==> config.mk <==
export PLATFORM = sky130hd
export DESIGN_NAME = pimc_ng
export DESIGN_NICKNAME = d
export VERILOG_FILES = /design/src/rtl/pimc_pkg.sv /design/src/rtl/pimc_arb.sv /design/src/rtl/pimc_ng.sv
export SDC_FILE = /design/constraint.sdc
export NUM_CORES = 1
export LEC_CHECK = 0
export BUFFER_PORTS_ARGS = -buffer_cell sky130_fd_sc_hd__buf_4
export CAP_MARGIN = 20
export CORE_AREA = 4 4 135 163
export CTS_BUF_LIST = sky130_fd_sc_hd__clkbuf_8 sky130_fd_sc_hd__clkbuf_16
export DETAILED_ROUTE_END_ITERATION = 8
export DIE_AREA = 0 0 139 167
export GPL_TIMING_DRIVEN = 0
export PLACE_DENSITY = 0.83
export SYNTH_ARGS = -nofsm -noshare
export SYNTH_HDL_FRONTEND = slang
export SYNTH_SLANG_ARGS = --single-unit
==> constraint.sdc <==
create_clock -name clk -period 45.3 [get_ports clk]
set_input_delay 6.795 -clock clk [delete_from_list [all_inputs] [get_ports clk]]
set_output_delay 6.795 -clock clk [all_outputs]
set_load 0.05 [all_outputs]
==> src/rtl/pimc_pkg.sv <==
// pimc_pkg: shared types and constants for the pimc_ng interrupt controller.
//   irq_entry_t  - one irqtab entry {mask, edge_trig, prio, cpuid}, MSB first,
//                  laid out exactly like the cfg_wdata word.
//   pimc_state_t - notification FSM states.
//   Field widths live here because the entry struct is shared by every file.
//   A different prio/cpuid width is obtained by editing these localparams.
//   The top-level PRIO_WIDTH/CPUID_WIDTH parameters must stay equal to them.
package pimc_pkg;

    localparam int PIMC_FLAG_W  = 32'sd2;   // mask + edge_trig
    localparam int PIMC_PRIO_W  = 32'sd3;
    localparam int PIMC_CPUID_W = 32'sd8;
    localparam int PIMC_LINE_W  = 32'sd8;   // width of the lineno output
    localparam int PIMC_CFG_W   = PIMC_FLAG_W + PIMC_PRIO_W + PIMC_CPUID_W;
    localparam int PIMC_PINS_DEF = 32'sd16;

    typedef struct packed {
        logic                    mask;       // 1 = excluded from arbitration
        logic                    edge_trig;  // 1 = edge-triggered, 0 = level
        logic [PIMC_PRIO_W-1:0]  prio;
        logic [PIMC_CPUID_W-1:0] cpuid;
    } irq_entry_t;

    typedef enum logic [0:0] {
        ST_IDLE   = 1'b0,
        ST_NOTIFY = 1'b1
    } pimc_state_t;

    // Reset value of every entry: masked, level, priority 0, cpu 0.
    localparam irq_entry_t IRQ_ENTRY_RST = '{
        mask:      1'b1,
        edge_trig: 1'b0,
        prio:      {PIMC_PRIO_W{1'b0}},
        cpuid:     {PIMC_CPUID_W{1'b0}}
    };

    // The configuration word is packed in the same order as the struct.
    function automatic irq_entry_t cfg_to_entry(input logic [PIMC_CFG_W-1:0] word);
        return irq_entry_t'(word);
    endfunction

endpackage

==> src/rtl/pimc_arb.sv <==
// pimc_arb: combinational priority arbiter.
//   eligible [N]     - lines allowed to compete this cycle
//   prio     [N][PW] - priority of each line (larger wins)
//   valid            - at least one line is eligible
//   index    [IW]    - winning line; on equal priority the lowest index wins
module pimc_arb #(
    parameter int N  = 32'sd16,
    parameter int PW = 32'sd3,
    parameter int IW = $clog2(N)
) (
    input  logic [N-1:0]         eligible,
    input  logic [N-1:0][PW-1:0] prio,
    output logic                 valid,
    output logic [IW-1:0]        index
);

    logic [PW-1:0] best_prio_s;

    // Ascending scan; a strictly greater priority is needed to replace the
    // current winner, which is what gives ties to the lowest index.
    always_comb begin
        valid       = 1'b0;
        index       = {IW{1'b0}};
        best_prio_s = {PW{1'b0}};
        for (int i = 32'sd0; i < N; i++) begin
            if (eligible[i] && (!valid || (prio[i] > best_prio_s))) begin
                valid       = 1'b1;
                index       = IW'(i);
                best_prio_s = prio[i];
            end else begin
                best_prio_s = best_prio_s;
            end
        end
    end

endmodule

==> src/rtl/pimc_ng.sv <==
// pimc_ng: programmable interrupt controller, one notification at a time.
//   clk, rst      - rising-edge clock, asynchronous active-high reset
//   irq_in        - interrupt request lines, synchronous to clk
//   cfg_we        - irqtab write strobe
//   cfg_line      - irqtab entry written (indices >= IRQ_PIN_COUNT ignored)
//   cfg_wdata     - {mask, edge, prio, cpuid}
//   irqack        - processor acknowledge of the current notification
//   notify        - a notification is presented on lineno/processor_id
//   lineno        - notified line, zero-extended to 8 bits
//   processor_id  - cpuid of the notified line, captured at notification
module pimc_ng
    import pimc_pkg::*;
#(
    parameter  int IRQ_PIN_COUNT = PIMC_PINS_DEF,
    parameter  int PRIO_WIDTH    = PIMC_PRIO_W,
    parameter  int CPUID_WIDTH   = PIMC_CPUID_W,
    localparam int LINE_IDX_W    = $clog2(IRQ_PIN_COUNT),
    localparam int CFG_W         = PIMC_FLAG_W + PRIO_WIDTH + CPUID_WIDTH
) (
    input  logic                     clk,
    input  logic                     rst,
    input  logic [IRQ_PIN_COUNT-1:0] irq_in,
    input  logic                     cfg_we,
    input  logic [LINE_IDX_W-1:0]    cfg_line,
    input  logic [CFG_W-1:0]         cfg_wdata,
    input  logic                     irqack,
    output logic                     notify,
    output logic [PIMC_LINE_W-1:0]   lineno,
    output logic [CPUID_WIDTH-1:0]   processor_id
);

    irq_entry_t                             irqtab_r [IRQ_PIN_COUNT];
    logic [IRQ_PIN_COUNT-1:0]               irq_q_r;
    logic [IRQ_PIN_COUNT-1:0]               pending_r;
    logic [IRQ_PIN_COUNT-1:0]               pending_nxt_s;
    logic [IRQ_PIN_COUNT-1:0]               mask_s;
    logic [IRQ_PIN_COUNT-1:0]               edge_s;
    logic [IRQ_PIN_COUNT-1:0]               notified_s;
    logic [IRQ_PIN_COUNT-1:0]               eligible_s;
    logic [IRQ_PIN_COUNT-1:0][PRIO_WIDTH-1:0] prio_s;

    pimc_state_t                 state_r;
    pimc_state_t                 state_nxt_s;
    logic                        load_s;
    logic                        ack_s;
    logic                        cfg_hit_s;
    logic                        arb_valid_s;
    logic [LINE_IDX_W-1:0]       arb_idx_s;

    logic                        notify_r;
    logic [PIMC_LINE_W-1:0]      lineno_r;
    logic [CPUID_WIDTH-1:0]      cpuid_r;

    // Writes addressing a line beyond the table are dropped.
    always_comb begin
        cfg_hit_s = cfg_we && (int'(cfg_line) < IRQ_PIN_COUNT);
    end

    // irqtab storage; reset leaves every line masked.
    always_ff @(posedge clk or posedge rst) begin
        if (rst) begin
            for (int i = 32'sd0; i < IRQ_PIN_COUNT; i++) begin
                irqtab_r[i] <= IRQ_ENTRY_RST;
            end
        end else if (cfg_hit_s) begin
            irqtab_r[cfg_line] <= cfg_to_entry(cfg_wdata);
        end else begin
            irqtab_r <= irqtab_r;
        end
    end

    // Flatten the table into per-line vectors and flag the notified line.
    always_comb begin
        mask_s     = {IRQ_PIN_COUNT{1'b0}};
        edge_s     = {IRQ_PIN_COUNT{1'b0}};
        notified_s = {IRQ_PIN_COUNT{1'b0}};
        prio_s     = {(IRQ_PIN_COUNT*PRIO_WIDTH){1'b0}};
        for (int i = 32'sd0; i < IRQ_PIN_COUNT; i++) begin
            mask_s[i]     = irqtab_r[i].mask;
            edge_s[i]     = irqtab_r[i].edge_trig;
            prio_s[i]     = irqtab_r[i].prio;
            notified_s[i] = (state_r == ST_NOTIFY) && (lineno_r == PIMC_LINE_W'(i));
        end
    end

    // Next pending vector. A new request always wins over the ack clear, so an
    // edge arriving together with irqack is kept. A level line follows its pin,
    // except that the line being notified keeps pending until it is acked.
    always_comb begin
        pending_nxt_s = {IRQ_PIN_COUNT{1'b0}};
        for (int i = 32'sd0; i < IRQ_PIN_COUNT; i++) begin
            if (edge_s[i]) begin
                pending_nxt_s[i] = (irq_in[i] & ~irq_q_r[i])
                                 | (pending_r[i] & ~(ack_s & notified_s[i]));
            end else begin
                pending_nxt_s[i] = irq_in[i] | (pending_r[i] & notified_s[i] & ~ack_s);
            end
        end
    end

    // Input sampling register and pending latch.
    always_ff @(posedge clk or posedge rst) begin
        if (rst) begin
            irq_q_r   <= {IRQ_PIN_COUNT{1'b0}};
            pending_r <= {IRQ_PIN_COUNT{1'b0}};
        end else begin
            irq_q_r   <= irq_in;
            pending_r <= pending_nxt_s;
        end
    end

    // Masked lines keep pending but do not compete.
    always_comb begin
        eligible_s = pending_r & ~mask_s;
    end

    pimc_arb #(
        .N  (IRQ_PIN_COUNT),
        .PW (PRIO_WIDTH),
        .IW (LINE_IDX_W)
    ) u_arb (
        .eligible (eligible_s),
        .prio     (prio_s),
        .valid    (arb_valid_s),
        .index    (arb_idx_s)
    );

    // FSM state register.
    always_ff @(posedge clk or posedge rst) begin
        if (rst) begin
            state_r <= ST_IDLE;
        end else begin
            state_r <= state_nxt_s;
        end
    end

    // FSM next state. irqack is only meaningful in NOTIFY, and arbitration only
    // runs in IDLE, so a later higher-priority request cannot preempt.
    always_comb begin
        state_nxt_s = state_r;
        load_s      = 1'b0;
        ack_s       = 1'b0;
        case (state_r)
            ST_IDLE: begin
                if (arb_valid_s) begin
                    state_nxt_s = ST_NOTIFY;
                    load_s      = 1'b1;
                end else begin
                    state_nxt_s = ST_IDLE;
                end
            end
            ST_NOTIFY: begin
                if (irqack) begin
                    state_nxt_s = ST_IDLE;
                    ack_s       = 1'b1;
                end else begin
                    state_nxt_s = ST_NOTIFY;
                end
            end
            default: begin
                state_nxt_s = ST_IDLE;
            end
        endcase
    end

    // Notification outputs are captured once from the winner and held, so a
    // table rewrite during NOTIFY cannot change what the processor sees.
    always_ff @(posedge clk or posedge rst) begin
        if (rst) begin
            notify_r <= 1'b0;
            lineno_r <= {PIMC_LINE_W{1'b0}};
            cpuid_r  <= {CPUID_WIDTH{1'b0}};
        end else if (load_s) begin
            notify_r <= 1'b1;
            lineno_r <= PIMC_LINE_W'(arb_idx_s);
            cpuid_r  <= irqtab_r[arb_idx_s].cpuid;
        end else if (ack_s) begin
            notify_r <= 1'b0;
        end else begin
            notify_r <= notify_r;
        end
    end

    assign notify       = notify_r;
    assign lineno       = lineno_r;
    assign processor_id = cpuid_r;

endmodule

Word-level counts from Yosys, hierarchy flattened:

Cells that the tools add are included.

* flip-flop bits (word level): 254
* latch bits: 0
* RAM bits: 0
* ROM bits: 0
* input bits: 37
* output and inout bits: 17
* memories: 0

* $add $sub $neg: 0
* multiply operators: 0
* div/mod/pow operators: 0
* $lt $le $gt $ge: 18
* equal/unequal tests: 15
* shifts and indexed selects: 0
* muxes and demuxes: 76
* bitwise logic cells: 150
* reduce and logical (&&, ||, !) cells: 64

Operators by type and width (count)
* $bwmux W208: 1
* $and A1 B1 Y1: 80
* $mux W3: 19
* $bmux W13 S4: 1
* $demux W13 S4: 1
* $gt A3 B3 Y1: 15
* $mux W1: 40
* $not A1 Y1: 34
* $eq A4 B4 Y1 const B: 8
* $logic_and A1 B1 Y1: 32
* $mux W4: 8
* $or A1 B1 Y1: 32
* $and A16 B16 Y16: 1
* $eq A4 B3 Y1 const B: 4
* $mux W8: 2
* $not A16 Y16: 1
* $logic_not A1 Y1: 15
* $logic_or A1 B1 Y1: 15
* $mux W13: 1
* $ge A5 B5 Y1 const B: 2
* $not A4 Y5: 2
* $eq A4 B2 Y1 const B: 2
* $logic_not A8 Y1: 1
* $lt A5 B1 Y1 const B: 1
* 4 further kinds: 5

Depth between registers and ports, before layout:

* word-level depth: 67
* gate-level depth with buffers: 128

Modules after synthesis:

Synthesis repeated with hierarchy kept, for this count alone.

* cell total of the unflattened synthesis: 1076
* area, all modules: 13102.6 um^2

By module, submodules not included
* pimc_ng: instances 1, cells an instance 732, area an instance 10817.9 um^2, sequential area each 6376.1 um^2
* pimc_arb: instances 1, cells an instance 344, area an instance 2284.7 um^2, sequential area each 0.0 um^2

Worst setup path before layout:

OpenSTA, ideal clock, no wires.

* path kind: register -> register
* start: register irqtab_r[207] (netlist name)
* end: register cpuid_r[4] (netlist: processor_id[4])
* data arrival time: 21.121 ns
* required time: 45.165 ns
* setup slack: 24.045 ns
* cell stages (with the launch flop): 116
* path buffers: 3
* period minus slack after synthesis: 21.255 ns
* cells stage by stage: dfstp_2 > and2b_1 > and2_1 > ha_1 > and3_1 > a21oi_2 > a21boi_0 > or2_2 > ha_1 > nand3b_1 > a32o_1 > a21oi_1 > o31ai_1 > ha_1 > a21oi_1 > a32o_1 > a21o_1 > mux2_2 > [... 80 more ...] > a21oi_1 > a31oi_1 > o21ai_0 > nor2_1 > a21o_1 > ha_1 > a21o_1 > a21oi_1 > a311oi_1 > a21oi_1 > and2_1 > o211ai_1 > o2bb2ai_2 > buf_2 > mux2i_1 > mux2i_1 > o211ai_1 > o211ai_1

* longest elaborated chain between the ends: 67
* elaborated cells between the ends (all ways): 114
* classes of those cells: order compare (15); mux (51); bitwise (3); reduce/logical (45)

RTL lines
* from (decl): line pimc_ng.sv:32 `irq_entry_t irqtab_r [IRQ_PIN_COUNT];`
* from (signal, indexed assignment): line pimc_ng.sv:66 `irqtab_r[cfg_line] <= cfg_to_entry(cfg_wdata);`
* from (signal assigned): line pimc_ng.sv:68 `irqtab_r <= irqtab_r;`
* $not A16 Y16 (*): line pimc_ng.sv:114 `eligible_s = pending_r & ~mask_s;`
* $and A16 B16 Y16 (*): line pimc_ng.sv:114
* $mux W3 / $mux W1 (equally long branches): line pimc_arb.sv:26 `if (eligible[i] && (!valid || (prio[i] > best_prio_s))) begin`
* $gt A3 B3 Y1 / $logic_not A1 Y1 (equally long branches): line pimc_arb.sv:26
* $logic_or A1 B1 Y1: line pimc_arb.sv:26
* $logic_and A1 B1 Y1: line pimc_arb.sv:26
* $mux W3 / $mux W1 (equally long branches): line pimc_arb.sv:26
* $gt A3 B3 Y1 / $logic_not A1 Y1 (equally long branches): line pimc_arb.sv:26
* [... 50 more ...]
* $mux W3 / $mux W1 (equally long branches): line pimc_arb.sv:26
* $gt A3 B3 Y1 / $logic_not A1 Y1 (equally long branches): line pimc_arb.sv:26
* $logic_or A1 B1 Y1: line pimc_arb.sv:26
* $logic_and A1 B1 Y1: line pimc_arb.sv:26
* $mux W4: line pimc_arb.sv:26
* $not A4 Y5 (implied by the code): line pimc_ng.sv:176 `cpuid_r <= irqtab_r[arb_idx_s].cpuid;`
* $bmux W13 S4: line pimc_ng.sv:176
* $mux W8 (implied by the code) (2 in series): line pimc_ng.sv:176
* to (signal assigned): line pimc_ng.sv:172 `cpuid_r <= {CPUID_WIDTH{1'b0}};`
* to (signal assigned): line pimc_ng.sv:176
* to (decl): line pimc_ng.sv:52 `logic [CPUID_WIDTH-1:0] cpuid_r;`

Mark *: on every way between the ends. The rest lies on a longest branch, timed or not. The select of a mux whose other input is x is not followed.
A chain may end at the register's enable or synchronous reset.

Final worst setup path:

* start: register irqtab_r[207] (netlist name)
* end: register cpuid_r[3] (netlist: processor_id[3])

Same word-level chain as after synthesis.

==> summary.txt <==
Max Cap Viol -> 0
hold buffers post-CTS -> 0
number of port buffers -> 48
DRT Wirelength -> 34.3 mm
fraction of registers with async set/reset -> 100%
met2 Use GR -> 53.5%
Worst Hold Class -> flop to flop
Netlist cell types -> 73
Worst slew margin -> 25.9%
total gr overflow -> 0
Via Count -> 9684
antenna violations before repair -> 0
main flop type after synthesis -> dfrtp_1
clock sinks -> 254
Die ar. -> 23200 um^2
dominant delay contributor by cell family on the critical path -> compound AO/OA/AOI/OAI gates
synth-to-layout area growth -> 12.2%
worst setup path start -> irqtab_r[207]
htree depth -> 1
share of layout cells above drive strength 1 -> 27.5%
YS warnings -> 0
Req. time, crit path -> 45.75 ns
outcome -> finished clean
Fin Clk Skew -> 0.0214 ns
clock period minus final worst setup slack -> 26.24 ns
worst-skew pair later-pin latency -> 0.54 ns
CTS resizes -> 0
RR Endpoint -> processor_id[3]
setup violators final -> 0
sequential fraction of the synthesis area -> 48.5%
Clock Pin Slew Worst Setup and Hold Paths -> 0.06 ns
CTS Buf Count -> 25
post-synthesis cell count -> 1166
EDFF count, synth -> 0
most used cell, CP -> a21oi_1
#FFs+latches synth -> 254
DRT iter0 DRCs -> 760
chip width -> 139 um
Most Crowded Layer GR -> met2
initial cell density of the core -> 64.9%
worst setup path end -> processor_id[3]
core area -> 20300 um^2
HPWL after DPL -> 24.0 mm
Mean Syn Cell Area -> 11.3 um^2
DIE HEIGHT -> 167 um
Hold WS -> 0.498 ns
row cnt -> 57
crit path buf inv count -> 5
Antenna Nets Post-Route -> 0
vias in the first global route -> 10.2k
met3 Usage GRT -> 2.90%
worst reg2reg path depth -> 113
Least-Margin Pin Slew -> 1.11 ns
Fmax -> 38.1 MHz
nature of the critical path endpoint -> flop
Post-CTS Setup Bufs -> 0
Levels on crit path -> 113
CTS max path bufs -> 3
largest net degree at the start of global routing -> 114
crit path DAT -> 26.69 ns
Worst path max stage delay -> 0.96 ns
ANT cells -> 0
RSZ-0062 raised after global routing -> false
fin area -> 14800 um^2
Final Hold Fails -> 0
R2R Setup Slk -> 19.06 ns
min-delay src -> irqtab_r[5]
CP max stage cell -> nor4b_1
root buf cell -> clkbuf_16
Seq. cell area -> 6380 um^2
setup TNS -> 0 ns
num ports -> 54
first-pass GRT wire length -> 54.3 mm
Mapped Area -> 13200 um^2
launching point of the worst reg2reg path -> irqtab_r[207]
CP max FO -> 9
fillers -> 1418
Setup CP Type -> flop to flop
nets -> 1320
crit start category -> flop
met1 usage -> 35.1%
gpl congestion -> 0.895
Via density -> 6.34
first-pass detailed-route iteration total -> 7
dpl ws -> 19.79 ns
wire length per cell -> 22.4 um
Overall Global Routing Usage -> 29.3%
Max Slew Vio Count -> 0
Setup WS post-layout -> 19.06 ns
CTS tree -> done
Placed Area -> 13900 um^2
drt drc -> 0
Period Utilization, post-route -> 57.9%
area used by multi-input combinational logic -> 6390 um^2
## worst min path at each step
stage | endpoint | slack (ns) | cells past startpoint
after floorplan | pending_r[12] | 0.46 | 1
after global placement | irqtab_r[1] | 0.48 | 1
after detailed placement | irqtab_r[6] | 0.49 | 1
after CTS | irqtab_r[5] | 0.50 | 1
after global routing | irqtab_r[157] | 0.52 | 1
final | irqtab_r[5] | 0.50 | 1
## per-layer routing
layer / vias to the layer above / routed length (um) / share of wire, %
li1: 4389 / - / -
met1: 4895 / 13300 / 39
met2: 303 / 17900 / 52
met3: 97 / 1410 / 4.1
met4: 0 / 1630 / 4.7
met5: - / 0 / 0
## through the flow
step | utilization [%] | cells
2_1_floorplan | - | 1169
3_5_place_dp | 68.7 | 1484
6_report | 72.9 | 1528
3_3_place_gp | 68.4 | 1482
5_1_grt | 72.9 | 1528
4_1_cts | 72.9 | 1528
## sequential cells by signal (all words and copies together) (netlist names)
| signal | flops |
|---|---|
| edge_s | 16 |
| irq_q_r | 16 |
| irqtab_r | 192 |
| lineno | 4 |
| notify | 1 |
| pending_r | 16 |
| processor_id | 8 |
| state_r | 1 |
## synth_stat cells, types with 18 or more instances
library cell	n	area (um^2)
dfrtp_1	238	5960
mux2_2	204	2300
nand2_1	97	364
mux2i_1	60	601
a21oi_1	54	270
nor2_1	51	191
o21ai_0	49	245
inv_1	38	143
ha_1	37	463
clkbuf_1	35	131
nand2b_1	27	169
nand3_1	27	135
nor2b_1	22	138
o211ai_1	18	135
## cell type report
type                       count  area share (%)
clock buffer                  29            4.61
tap                          265            2.25
buffer                        59            1.77
clock inverter                15            1.10
inverter                      38            1.02
multi-input combinational    818            43.3
sequential                   254            43.2
timing repair buffer          50            2.81
## cell families after synthesis
| family | after synthesis | share of synthesized area (%) |
|---|---|---|
| compound gates | 235 | 12.4 |
| fa+ha+maj | 37 | 3.52 |
| buf+inv | 97 | 3.07 |
| flops | 254 | 48.5 |
| mux | 265 | 22.1 |
| other cells | 1 | 0.0285 |
| simple gates | 277 | 10.4 |
## layout by cell type (no fill, tap or decap), types with 25 or more instances in the layout
cell type,synthesis,layout
dfrtp_1,238,238
mux2_2,204,204
nand2_1,97,97
mux2i_1,60,60
a21oi_1,54,54
buf_4,5,53
nor2_1,51,51
o21ai_0,49,49
inv_1,38,43
ha_1,37,37
clkbuf_1,35,35
nand3_1,27,27
nand2b_1,27,27
clkbuf_16,0,25
Power is left out: the tool's default activity adds up to more than one toggle a clock period on the data nets, which glitch-free logic cannot reach.
